`src/rtl/jk_pkg.sv`:
```
// Shared JK flip-flop encodings and the characteristic next-state function.
// Latency: none, pure combinational helpers.
// Backpressure: not applicable.
package jk_pkg;

  // {J,K} input pair encodings.
  localparam logic [1:0] JK_HOLD   = 2'b00;
  localparam logic [1:0] JK_RESET  = 2'b01;
  localparam logic [1:0] JK_SET    = 2'b10;
  localparam logic [1:0] JK_TOGGLE = 2'b11;

  // Characteristic equation of a JK flip-flop: Qnext = J&~Q | ~K&Q.
  function automatic logic jk_next(input logic j, input logic k, input logic q);
    logic r;
    case ({j, k})
      JK_HOLD:   r = q;
      JK_RESET:  r = 1'b0;
      JK_SET:    r = 1'b1;
      JK_TOGGLE: r = ~q;
      default:   r = q;
    endcase
    return r;
  endfunction

endpackage

```
`src/rtl/jk_mod_counter_if.sv`:
```
// Control/status bundle of the modulo-N counter.
// Latency: none, wiring only.
// Backpressure: none; the counter accepts new controls every edge.
interface jk_mod_counter_if #(
  parameter int WIDTH = 4
);
  logic             EN;
  logic             UP;
  logic             LOAD;
  logic [WIDTH-1:0] D;
  logic [WIDTH-1:0] Q;
  logic             TC;

  // Controller side: drives controls, observes count and terminal flag.
  modport master (output EN, UP, LOAD, D, input Q, TC);
  // Counter side.
  modport slave  (input EN, UP, LOAD, D, output Q, TC);
endinterface

```
`src/rtl/jk_ff.sv`:
```
// Single-bit JK flip-flop, falling-edge clocked, async active-low reset.
// Latency: one falling edge from J/K to Q.
// Backpressure: none.
module jk_ff
  import jk_pkg::*;
(
  input  logic CLK,
  input  logic RST_N,
  input  logic J,
  input  logic K,
  output logic Q
);

  // State bit: cleared at once by reset, otherwise follows the JK equation.
  always_ff @(negedge CLK or negedge RST_N) begin
    if (!RST_N) begin
      Q <= 1'b0;
    end else begin
      Q <= jk_next(J, K, Q);
    end
  end

endmodule

```
`src/rtl/jk_mod_counter.sv`:
```
// Modulo-N up/down counter with parallel load built from a bank of JK flip-flops.
// Latency: one falling edge from controls to Q; TC is combinational.
// Backpressure: none; LOAD > EN > hold is resolved every edge.
module jk_mod_counter
  import jk_pkg::*;
#(
  parameter int WIDTH   = 4,
  parameter int MODULUS = 16
) (
  input  logic              CLK,
  input  logic              RST_N,
  jk_mod_counter_if.slave   bus
);

  // One extra bit keeps saturation compares and +/-1 free of overflow,
  // and lets MODULUS == 2**WIDTH be represented.
  localparam logic [WIDTH:0] MOD_EXT = MODULUS[WIDTH:0];
  localparam logic [WIDTH:0] MAX_EXT = MOD_EXT - {{WIDTH{1'b0}}, 1'b1};
  localparam logic [WIDTH:0] ONE_EXT = {{WIDTH{1'b0}}, 1'b1};

  logic [WIDTH-1:0] q;
  logic [WIDTH-1:0] n;
  logic [WIDTH-1:0] j;
  logic [WIDTH-1:0] k;
  logic [WIDTH:0]   q_ext;
  logic [WIDTH:0]   d_ext;
  logic [WIDTH:0]   nxt_ext;

  assign q_ext = {1'b0, q};
  assign d_ext = {1'b0, bus.D};

  // Desired next count: saturating load, else wrap-around up/down count, else hold.
  // An out-of-range Q counting up wraps to 0 via the >= compare.
  always_comb begin
    nxt_ext = q_ext;
    if (bus.LOAD) begin
      nxt_ext = (d_ext >= MOD_EXT) ? MAX_EXT : d_ext;
    end else if (bus.EN) begin
      if (bus.UP) begin
        nxt_ext = (q_ext >= MAX_EXT) ? '0 : (q_ext + ONE_EXT);
      end else begin
        nxt_ext = (q_ext == '0) ? MAX_EXT : (q_ext - ONE_EXT);
      end
    end
  end

  // nxt_ext never exceeds MODULUS-1, so its top bit is always zero.
  assign n = WIDTH'(nxt_ext);

  // Set only bits that must rise, reset only bits that must fall; J=K=1 never occurs.
  assign j = n & ~q;
  assign k = ~n & q;

  genvar gi;
  generate
    for (gi = 0; gi < WIDTH; gi++) begin : g_bit
      jk_ff u_ff (
        .CLK   (CLK),
        .RST_N (RST_N),
        .J     (j[gi]),
        .K     (k[gi]),
        .Q     (q[gi])
      );
    end
  endgenerate

  assign bus.Q  = q;
  // High while the coming edge would wrap in the selected direction.
  assign bus.TC = bus.EN & ~bus.LOAD & (bus.UP ? (q_ext == MAX_EXT) : (q_ext == '0));

endmodule

```
`src/flat_wrapper.sv`:
```
// flat-port wrapper written by rule: the top's interface ports become plain ports
module jk_mod_counter_flat import jk_pkg::*;
#(
  parameter int WIDTH   = 4,
  parameter int MODULUS = 16
)
  (CLK, RST_N, bus_EN, bus_UP, bus_LOAD, bus_D, bus_Q, bus_TC);
  jk_mod_counter_if #(.WIDTH(WIDTH)) bus_i ();
  input  logic CLK;
  input  logic RST_N;
  input wire logic [$bits(bus_i.EN)-1:0] bus_EN;
  input wire logic [$bits(bus_i.UP)-1:0] bus_UP;
  input wire logic [$bits(bus_i.LOAD)-1:0] bus_LOAD;
  input wire logic [$bits(bus_i.D)-1:0] bus_D;
  output wire logic [$bits(bus_i.Q)-1:0] bus_Q;
  output wire logic [$bits(bus_i.TC)-1:0] bus_TC;
  assign bus_i.EN = bus_EN;
  assign bus_i.UP = bus_UP;
  assign bus_i.LOAD = bus_LOAD;
  assign bus_i.D = bus_D;
  assign bus_Q = bus_i.Q;
  assign bus_TC = bus_i.TC;
  jk_mod_counter #(.WIDTH(WIDTH), .MODULUS(MODULUS)) u_core (.CLK(CLK), .RST_N(RST_N), .bus(bus_i));
endmodule
```
`config.mk`:
```
export PLATFORM = sky130hd
export DESIGN_NAME = jk_mod_counter_flat
export DESIGN_NICKNAME = d
export VERILOG_FILES = /design/src/rtl/jk_pkg.sv /design/src/rtl/jk_mod_counter_if.sv /design/src/rtl/jk_ff.sv /design/src/rtl/jk_mod_counter.sv /design/src/flat_wrapper.sv
export SDC_FILE = /design/constraint.sdc
export NUM_CORES = 1
export LEC_CHECK = 0
export CAP_MARGIN = 20
export CORE_AREA = 4 4 41 43
export CTS_CLUSTER_DIAMETER = 60
export DETAILED_ROUTE_END_ITERATION = 12
export DIE_AREA = 0 0 45 47
export MAX_ROUTING_LAYER = met4
export SLEW_MARGIN = 30
export SYNTH_ARGS = -nofsm -noshare
export SYNTH_HDL_FRONTEND = slang
export SYNTH_SLANG_ARGS = --single-unit
```
`constraint.sdc`:
```
create_clock -name CLK -period 3.38 [get_ports CLK]
set_input_delay 0.338 -clock CLK [delete_from_list [all_inputs] [get_ports CLK]]
set_output_delay 0.338 -clock CLK [all_outputs]
set_load 0.1 [all_outputs]
```
==> metrics.md, run 1 <==
| Metric | Value |
|---|---|
| Post-route worst setup slack | -0.4021 ns |
| Drt first-iter violations | 6 |
| Combined buffer and inverter count along the critical path | 3 |
| Routed wire length per instance | 11.99 µm |
| Clock tree root driver cell | clkbuf_4 |
| CTS tree | done |
| Number of hold-slack violations in the final timing report | 0 |
| Outcome | finished, violations left |
| Proportion of synthesized chip area in sequential cells | 0.2105 |
| Nets | 98 |
| Drt via density | 4.917 |
| Placed standard-cell area | 734.5 µm² |
| Antenna Cells | 0 |
| Initial cell density of the core | 0.3654 |
| Router iterations before antenna repair | 4 |
| Average size of a mapped cell | 8.805 µm² |
| Drc violations | 0 |
| Placement-stage worst setup slack | -0.5790 ns |
| Number of H-tree levels | 1 |
| CTS Buf Count | 3 |
| Kind of start point of the critical path | flop |
| Reported net switching power | 389.9 µW |
| Leftover overflow at the end of global routing | 0 |
| Largest Register | u_core.g_bit.u_ff.Q |
| Final Core Density | 0.6327 |
| Slowest stage cell, crit path | or3b_4 |
| Count of warnings emitted by yosys | 0 |
| Total routing usage reported by global routing | 0.1276 |
| Max FFs per register | 4 |
| Number of nets still failing antenna checks after routing | 0 |
| Detailed-route via count | 472 |
| Required time at the endpoint of the critical path | 3.04 ns |
| Peak VDD IR | 0.6844 mV |
| Part of the power in registers | 0.124 |
| Core outline area | 0.001301 mm² |
| Largest net degree at the start of global routing | 11 |
| TritonCTS sink count | 4 |
| RePlAce Congestion | 0.6901 |
| Reg-to-reg slack, setup | 1.23 ns |
| Number of synthesized flops with an enable pin | 0 |
| Fill cell instance count of the final layout | 116 |
| Critical-path maximum fanout | 2 |
| Largest buffer count on any clock path | 2 |
| Share of power burned in combinational logic | 0.805 |
| Number of distinct library cells after synthesis | 24 |
| Leakage Power | 0.3741 nW |
| Number of max-cap violations | 0 |
| Path type of the worst setup path | reg2out |
| Global-route wire length before repair | 1890 µm |
| Largest stage delay on the critical path | 0.38 ns |
| Class of the tightest hold or removal check | reg2reg |
| I/O pin count | 14 |
| Die area | 0.002115 mm² |
| Transition time at the pin with the least slew margin | 0.3834 ns |
| Clock latency reported for the late side of the worst-skew pair | 0.24 ns |
| Max_slew headroom | 0.7444 |
| Fin area | 823.3 µm² |
| Count of buffers inserted at the top-level ports | 13 |
| CP arrival | 3.44 ns |
| CP delay by family, top | simple AND/OR/NAND/NOR gates |
| Horizontal die dimension | 45 µm |
| Setup clock skew after layout | 0.001765 ns |
| Post-Syn Instances | 54 |
| CP endpoint kind | output pin |
| Setup tns final | -0.5180 ns |
| Endpoints failing setup | 2 |
| Clock network fraction of total power | 0.071 |
| Antenna violations before repair | 0 |
| Power density over the cells | 993.2 mW/mm² |
| Vias in the first global route | 436 |
| Total half-perimeter wirelength after legalization and detailed placement | 864.4 µm |
| Switching power as a share of total power | 0.4768 |
| Detailed Route WL | 1151 µm |
| CTS hold repair buffers | 0 |
| P_int | 427.8 µW |
| Violations in the final reports | negative setup slack |
| Die boundary height | 47 µm |
| Cell Area, Synth | 475.5 µm² |
| Clock slew at reported path FFs | 0.03 ns |
| Fraction of layout instances using a drive strength above 1 | 0.5185 |
| Synthesized netlist net count | 69 |
| Number of placement rows | 13 |
| Largest registers ranked by flip-flop count | u_core.g_bit.u_ff.Q: 4 flops |
| Synth-to-Final Area Change | 73.16% |
| Crit path cell chain | inv_4, ha_4, or3b_4, buf_6, nor2_4, a21oi_2, nor2b_4, buf_12 |
| Async set-or-reset flop fraction in the synthesized netlist | 1.000 |
| Most used flip-flop cell after synthesis | dfrtn_1 |
| Number of max-slew violations in the final report | 0 |
| Flip-flop and latch count after synthesis | 4 |
| Setup repair after global routing missed its margin | yes |
cell families (layout without fill, tap and decap cells):
| group | after synthesis | after routing | synth area share |
|---|---|---|---|
| simple gates | 12 | 12 | 0.1342 |
| fa+ha+maj | 6 | 6 | 0.1579 |
| flops | 4 | 4 | 0.2105 |
| xor+xnor | 2 | 2 | 0.03685 |
| buf+inv | 9 | 36 | 0.1184 |
| mux | 6 | 6 | 0.1395 |
| compound gates | 15 | 15 | 0.2026 |
final timing paths:
path | startpoint | end | depth (start not counted)
min in group asynchronous | RST_N | u_core.g_bit[1].u_ff.Q$_DFFE_NN0P_ | 1
setup / recovery | u_core.g_bit[0].u_ff.Q$_DFFE_NN0P_ | bus_TC | 8
setup reg to reg | u_core.g_bit[0].u_ff.Q$_DFFE_NN0P_ | u_core.g_bit[0].u_ff.Q$_DFFE_NN0P_ | 9
hold / removal | u_core.g_bit[3].u_ff.Q$_DFFE_NN0P_ | u_core.g_bit[3].u_ff.Q$_DFFE_NN0P_ | 2
hold reg to reg | u_core.g_bit[3].u_ff.Q$_DFFE_NN0P_ | u_core.g_bit[3].u_ff.Q$_DFFE_NN0P_ | 2
max in group asynchronous | RST_N | u_core.g_bit[3].u_ff.Q$_DFFE_NN0P_ | 1
per-stage QoR:
stage,hold slack (ns),cells,total power [mW]
2_1_floorplan,0.5689,54,0.5154
3_3_place_gp,0.6462,87,0.6773
5_1_grt,0.6878,96,0.8762
4_1_cts,0.6612,92,0.7732
6_report,0.6623,96,0.8177
3_5_place_dp,0.6507,87,0.6824
worst register-to-register path, cell delays in order, from the launching register on:
cell     delay (ns)
dfrtn_1        0.37
inv_4          0.07
ha_4           0.12
or3b_4         0.38
buf_4          0.15
a21oi_2        0.12
o22ai_1        0.08
o21ai_1        0.15
ha_1           0.26
mux2_4         0.30
cells in the mapped netlist (all sizes together), types with 2 or more instances:
cell type | count | area [µm²]
dfrtn | 4 | 100.1
nor2b | 2 | 12.51
nor2 | 2 | 7.510
o21ai | 5 | 25.02
xnor2 | 2 | 17.52
ha | 6 | 75.07
nand2 | 4 | 15.01
mux2 | 5 | 56.30
inv | 4 | 15.01
a21oi | 4 | 20.02
buf | 5 | 41.29
layer usage:
metal,GRT usage,routed length (µm)
met1,0.1648,573
met2,0.1949,521
met3,0.02299,56
met4,0.05263,0
met5,-,0
what timing repair did:
| action | 4_1_cts | 5_1_grt |
|---|---|---|
| pin swaps | 2 | 6 |
| endpoints found under the hold margin | 0 | 0 |
| buffers inserted | 2 | 4 |
| endpoints found under the setup margin | 5 | 3 |
| gates resized for setup | 9 | 6 |
cells in the final DEF, fill, tap and decap left out:
cell / Yosys / layout
buf_4: 4 / 14
ha_1: 6 / 5
clkdlybuf4s50_1: 0 / 5
buf_12: 0 / 5
mux2_2: 5 / 4
nand2_1: 4 / 4
dfrtn_1: 4 / 4
o21ai_0: 4 / 3
clkbuf_4: 0 / 3
inv_1: 4 / 2
xnor2_1: 2 / 2
a21oi_2: 0 / 2
a21oi_1: 4 / 2
dlygate4sd2_1: 0 / 2
buf_6: 1 / 2
or3b_4: 0 / 1
and3_2: 1 / 1
o21ai_2: 0 / 1
o22ai_1: 1 / 1
o21ai_1: 1 / 1
nand4_1: 1 / 1
a21bo_2: 1 / 1
nor2_1: 2 / 1
o21bai_2: 1 / 1
a311o_1: 1 / 1
nor2b_1: 2 / 1
nand2b_1: 1 / 1
o31ai_1: 1 / 1
a31oi_1: 1 / 1
inv_4: 0 / 1
inv_2: 0 / 1
mux2i_1: 1 / 1
nor2_4: 0 / 1
nor2b_4: 0 / 1
mux2_4: 0 / 1
ha_4: 0 / 1
buf_2: 0 / 1
cell type report:
type | instances | area, µm² | area share
Multi-Input combinational cell | 41 | 364.1 | 0.4422
Sequential cell | 4 | 100.1 | 0.1216
Timing Repair Buffer | 29 | 300.3 | 0.3647
Clock buffer | 3 | 22.52 | 0.02736
Tap cell | 15 | 18.77 | 0.02280
Inverter | 4 | 17.52 | 0.02128
power by group through the flow:
stage                     registers, mW  clock network [mW]  logic, mW
after global placement           0.0979                   0      0.579
after global routing              0.104              0.0677      0.704
after CTS                        0.0993              0.0610      0.613
final                             0.102              0.0582      0.658
after detailed placement         0.0971                   0      0.585
after floorplan                   0.103                   0      0.413
No activity file was read; power rests on OpenSTA's default activity.
==> run 2: changes to the inputs <==
CAP_MARGIN = default   (was 20)
CTS_CLUSTER_DIAMETER = 30   (was 60)
MAX_ROUTING_LAYER = default   (was met4)
==> run 2 against run 1 <==
Net effect:
- the run still ends with negative setup slack left
- cell count is the same
- clock skew grew 0.0024 ns
- critical path depth is the same
- die area is the same
- first-iteration DRC count grew 33%
- global-route usage shrank 0.40 points
- total power shrank 0.23%
- setup slack gained 0.0015 ns
- design area is the same
- combinational power is essentially flat
- largest power group unchanged
==> metrics.md, run 2 (same netlist as run 1, synthesis figures left out) <==
| Metric | Value |
|---|---|
| Power density over the cells | 990.9 mW/mm² (-0.23%) |
| Number of max-cap violations | 0 (unchanged) |
| Clock tree root driver cell | clkbuf_4 |
| Vias in the first global route | 437 (+0.23%) |
| Most common library cell in the layout ignoring fill and taps | buf_4 |
| Drc violations | 0 (unchanged) |
| Fraction of layout instances using a drive strength above 1 | 0.5185 (unchanged) |
| Detailed-route via count | 475 (+0.64%) |
| Initial cell density of the core | 0.3654 (unchanged) |
| Required time at the endpoint of the critical path | 3.04 ns (about the same) |
| Crit path launch | u_core.g_bit[0].u_ff.Q$_DFFE_NN0P_ |
| Violations in the final reports | negative setup slack |
| CP arrival | 3.44 ns (about the same) |
| Synth-to-Final Area Change | 73.16% (unchanged) |
| Number of hold-slack violations in the final timing report | 0 (unchanged) |
| Class of the tightest hold or removal check | reg2reg |
| Antenna violations before repair | 0 (unchanged) |
| Largest registers ranked by flip-flop count | u_core.g_bit.u_ff.Q: 4 flops |
| Placement-stage worst setup slack | -0.5790 ns (unchanged) |
| Count of buffers inserted at the top-level ports | 13 (unchanged) |
| Max FFs per register | 4 (unchanged) |
| Number of placement rows | 13 (unchanged) |
| Router iterations before antenna repair | 4 (unchanged) |
| Highest-count cells in the layout ignoring fill and taps | buf_4, ha_1, clkdlybuf4s50_1, buf_12 |
| Nets | 98 (unchanged) |
| Number of nets still failing antenna checks after routing | 0 (unchanged) |
| Die boundary height | 47 µm (unchanged) |
| I/O pin count | 14 (unchanged) |
| Kind of start point of the critical path | flop |
| Endpoints failing setup | 2 (unchanged) |
| Largest net degree at the start of global routing | 11 (unchanged) |
| Die area | 0.002115 mm² (unchanged) |
| CP endpoint kind | output pin |
| Antenna Cells | 0 (unchanged) |
| Number of max-slew violations in the final report | 0 (unchanged) |
| Origin of the critical flop-to-flop path | u_core.g_bit[0].u_ff.Q$_DFFE_NN0P_ |
| Setup clock skew after layout | 0.004137 ns (+0.002372 ns) |
| Leftover overflow at the end of global routing | 0 (unchanged) |
| Final Core Density | 0.6327 (unchanged) |
| Transition time at the pin with the least slew margin | 0.3833 ns (-0.00002337 ns) |
| Leakage Power | 0.3741 nW (unchanged) |
| Total routing usage reported by global routing | 0.1235 (-0.004040) |
| RePlAce Congestion | 0.6831 (-1.0%) |
| Largest buffer count on any clock path | 2 (unchanged) |
| Outcome | finished, violations left |
| Horizontal die dimension | 45 µm (unchanged) |
| Post-route worst setup slack | -0.4006 ns (+0.001486 ns) |
| Detailed Route WL | 1139 µm (-1.0%) |
| Largest Register | u_core.g_bit.u_ff.Q |
| Path type of the worst setup path | reg2out |
| Global-route wire length before repair | 1890 µm (unchanged) |
| CTS tree | done |
| Core outline area | 0.001301 mm² (unchanged) |
| Clock latency reported for the late side of the worst-skew pair | 0.24 ns (about the same) |
| Clock slew at reported path FFs | 0.03 ns (about the same) |
| CTS Buf Count | 3 (unchanged) |
| Peak VDD IR | 0.6842 mV (about the same) |
| Number of H-tree levels | 1 (unchanged) |
| TritonCTS sink count | 4 (unchanged) |
| Routed wire length per instance | 11.86 µm (-1.0%) |
| Critical-path maximum fanout | 2 (unchanged) |
| Total half-perimeter wirelength after legalization and detailed placement | 864.4 µm (unchanged) |
| Drt first-iter violations | 8 (+2) |
| Drt via density | 4.948 (+0.64%) |
| Setup repair after global routing missed its margin | yes |
| Max_slew headroom | 0.7444 (about the same) |
| Hold_sp | u_core.g_bit[3].u_ff.Q$_DFFE_NN0P_ |
## run 2: final cells by class
class	instances	area (µm²)
Clock buffer	3	22.52
Fill cell	116	478.0
Inverter	4	17.52
Multi-Input combinational cell	41	364.1
Sequential cell	4	100.1
Tap cell	15	18.77
Timing Repair Buffer	29	300.3
## run 2: critical path, stage by stage (launching register included)
cell	delay, ns
dfrtn_1	0.37
inv_4	0.07
ha_4	0.11
or3b_4	0.38
buf_6	0.13
nor2_4	0.07
a21oi_2	0.05
nor2b_4	0.14
buf_12	0.18
## run 2: routing by layer
metal / vias up / GRT usage / routed length, µm
met4: 0 / 0.05263 / 0
met2: 13 / 0.1949 / 521
li1: 245 / - / -
met5: - / 0 / 0
met3: 0 / 0.02299 / 91
met1: 217 / 0.1648 / 526
## run 2: path summary, 6_finish.rpt
kind	end	slack (ns)	cells after the start
setup / recovery	bus_TC	-0.40	8
hold / removal	u_core.g_bit[3].u_ff.Q$_DFFE_NN0P_	0.66	2
setup reg to reg	u_core.g_bit[0].u_ff.Q$_DFFE_NN0P_	1.23	9
hold reg to reg	u_core.g_bit[3].u_ff.Q$_DFFE_NN0P_	0.66	2
max in group asynchronous	u_core.g_bit[3].u_ff.Q$_DFFE_NN0P_	1.30	1
min in group asynchronous	u_core.g_bit[1].u_ff.Q$_DFFE_NN0P_	1.87	1
## run 2: metrics by stage
| stage | instance area, µm² | hold WS (ns) | total power, mW | setup TNS (ns) | cells |
|---|---|---|---|---|---|
| finish | 823.3 | 0.6599 | 0.8158 | -0.5174 | 96 |
| global route | 823.3 | 0.6878 | 0.8762 | -0.6484 | 96 |
| CTS | 784.5 | 0.6612 | 0.7732 | -0.4667 | 92 |
| detailed placement | 734.5 | 0.6507 | 0.6824 | -2.196 | 87 |
| global placement | 734.5 | 0.6462 | 0.6773 | -2.036 | 87 |
| floorplan | 501.7 | 0.5689 | 0.5154 | -0.3509 | 54 |
## run 2: report_power, final
| group | switching [mW] | internal, mW | leakage [nW] | total (mW) |
|---|---|---|---|---|
| clock network | 0.0176 | 0.0396 | 0.0138 | 0.0572 |
| logic | 0.341 | 0.316 | 0.310 | 0.657 |
| registers | 0.0296 | 0.0720 | 0.0505 | 0.102 |
| total | 0.388 | 0.428 | 0.374 | 0.816 |
## run 2: what timing repair did
| item | in CTS | in global routing |
|---|---|---|
| resized for setup | 9 | 6 |
| pin swaps | 2 | 6 |
| hold buffers | 0 | 0 |
| setup endpoints to repair | 5 | 3 |
| setup buffers | 2 | 4 |
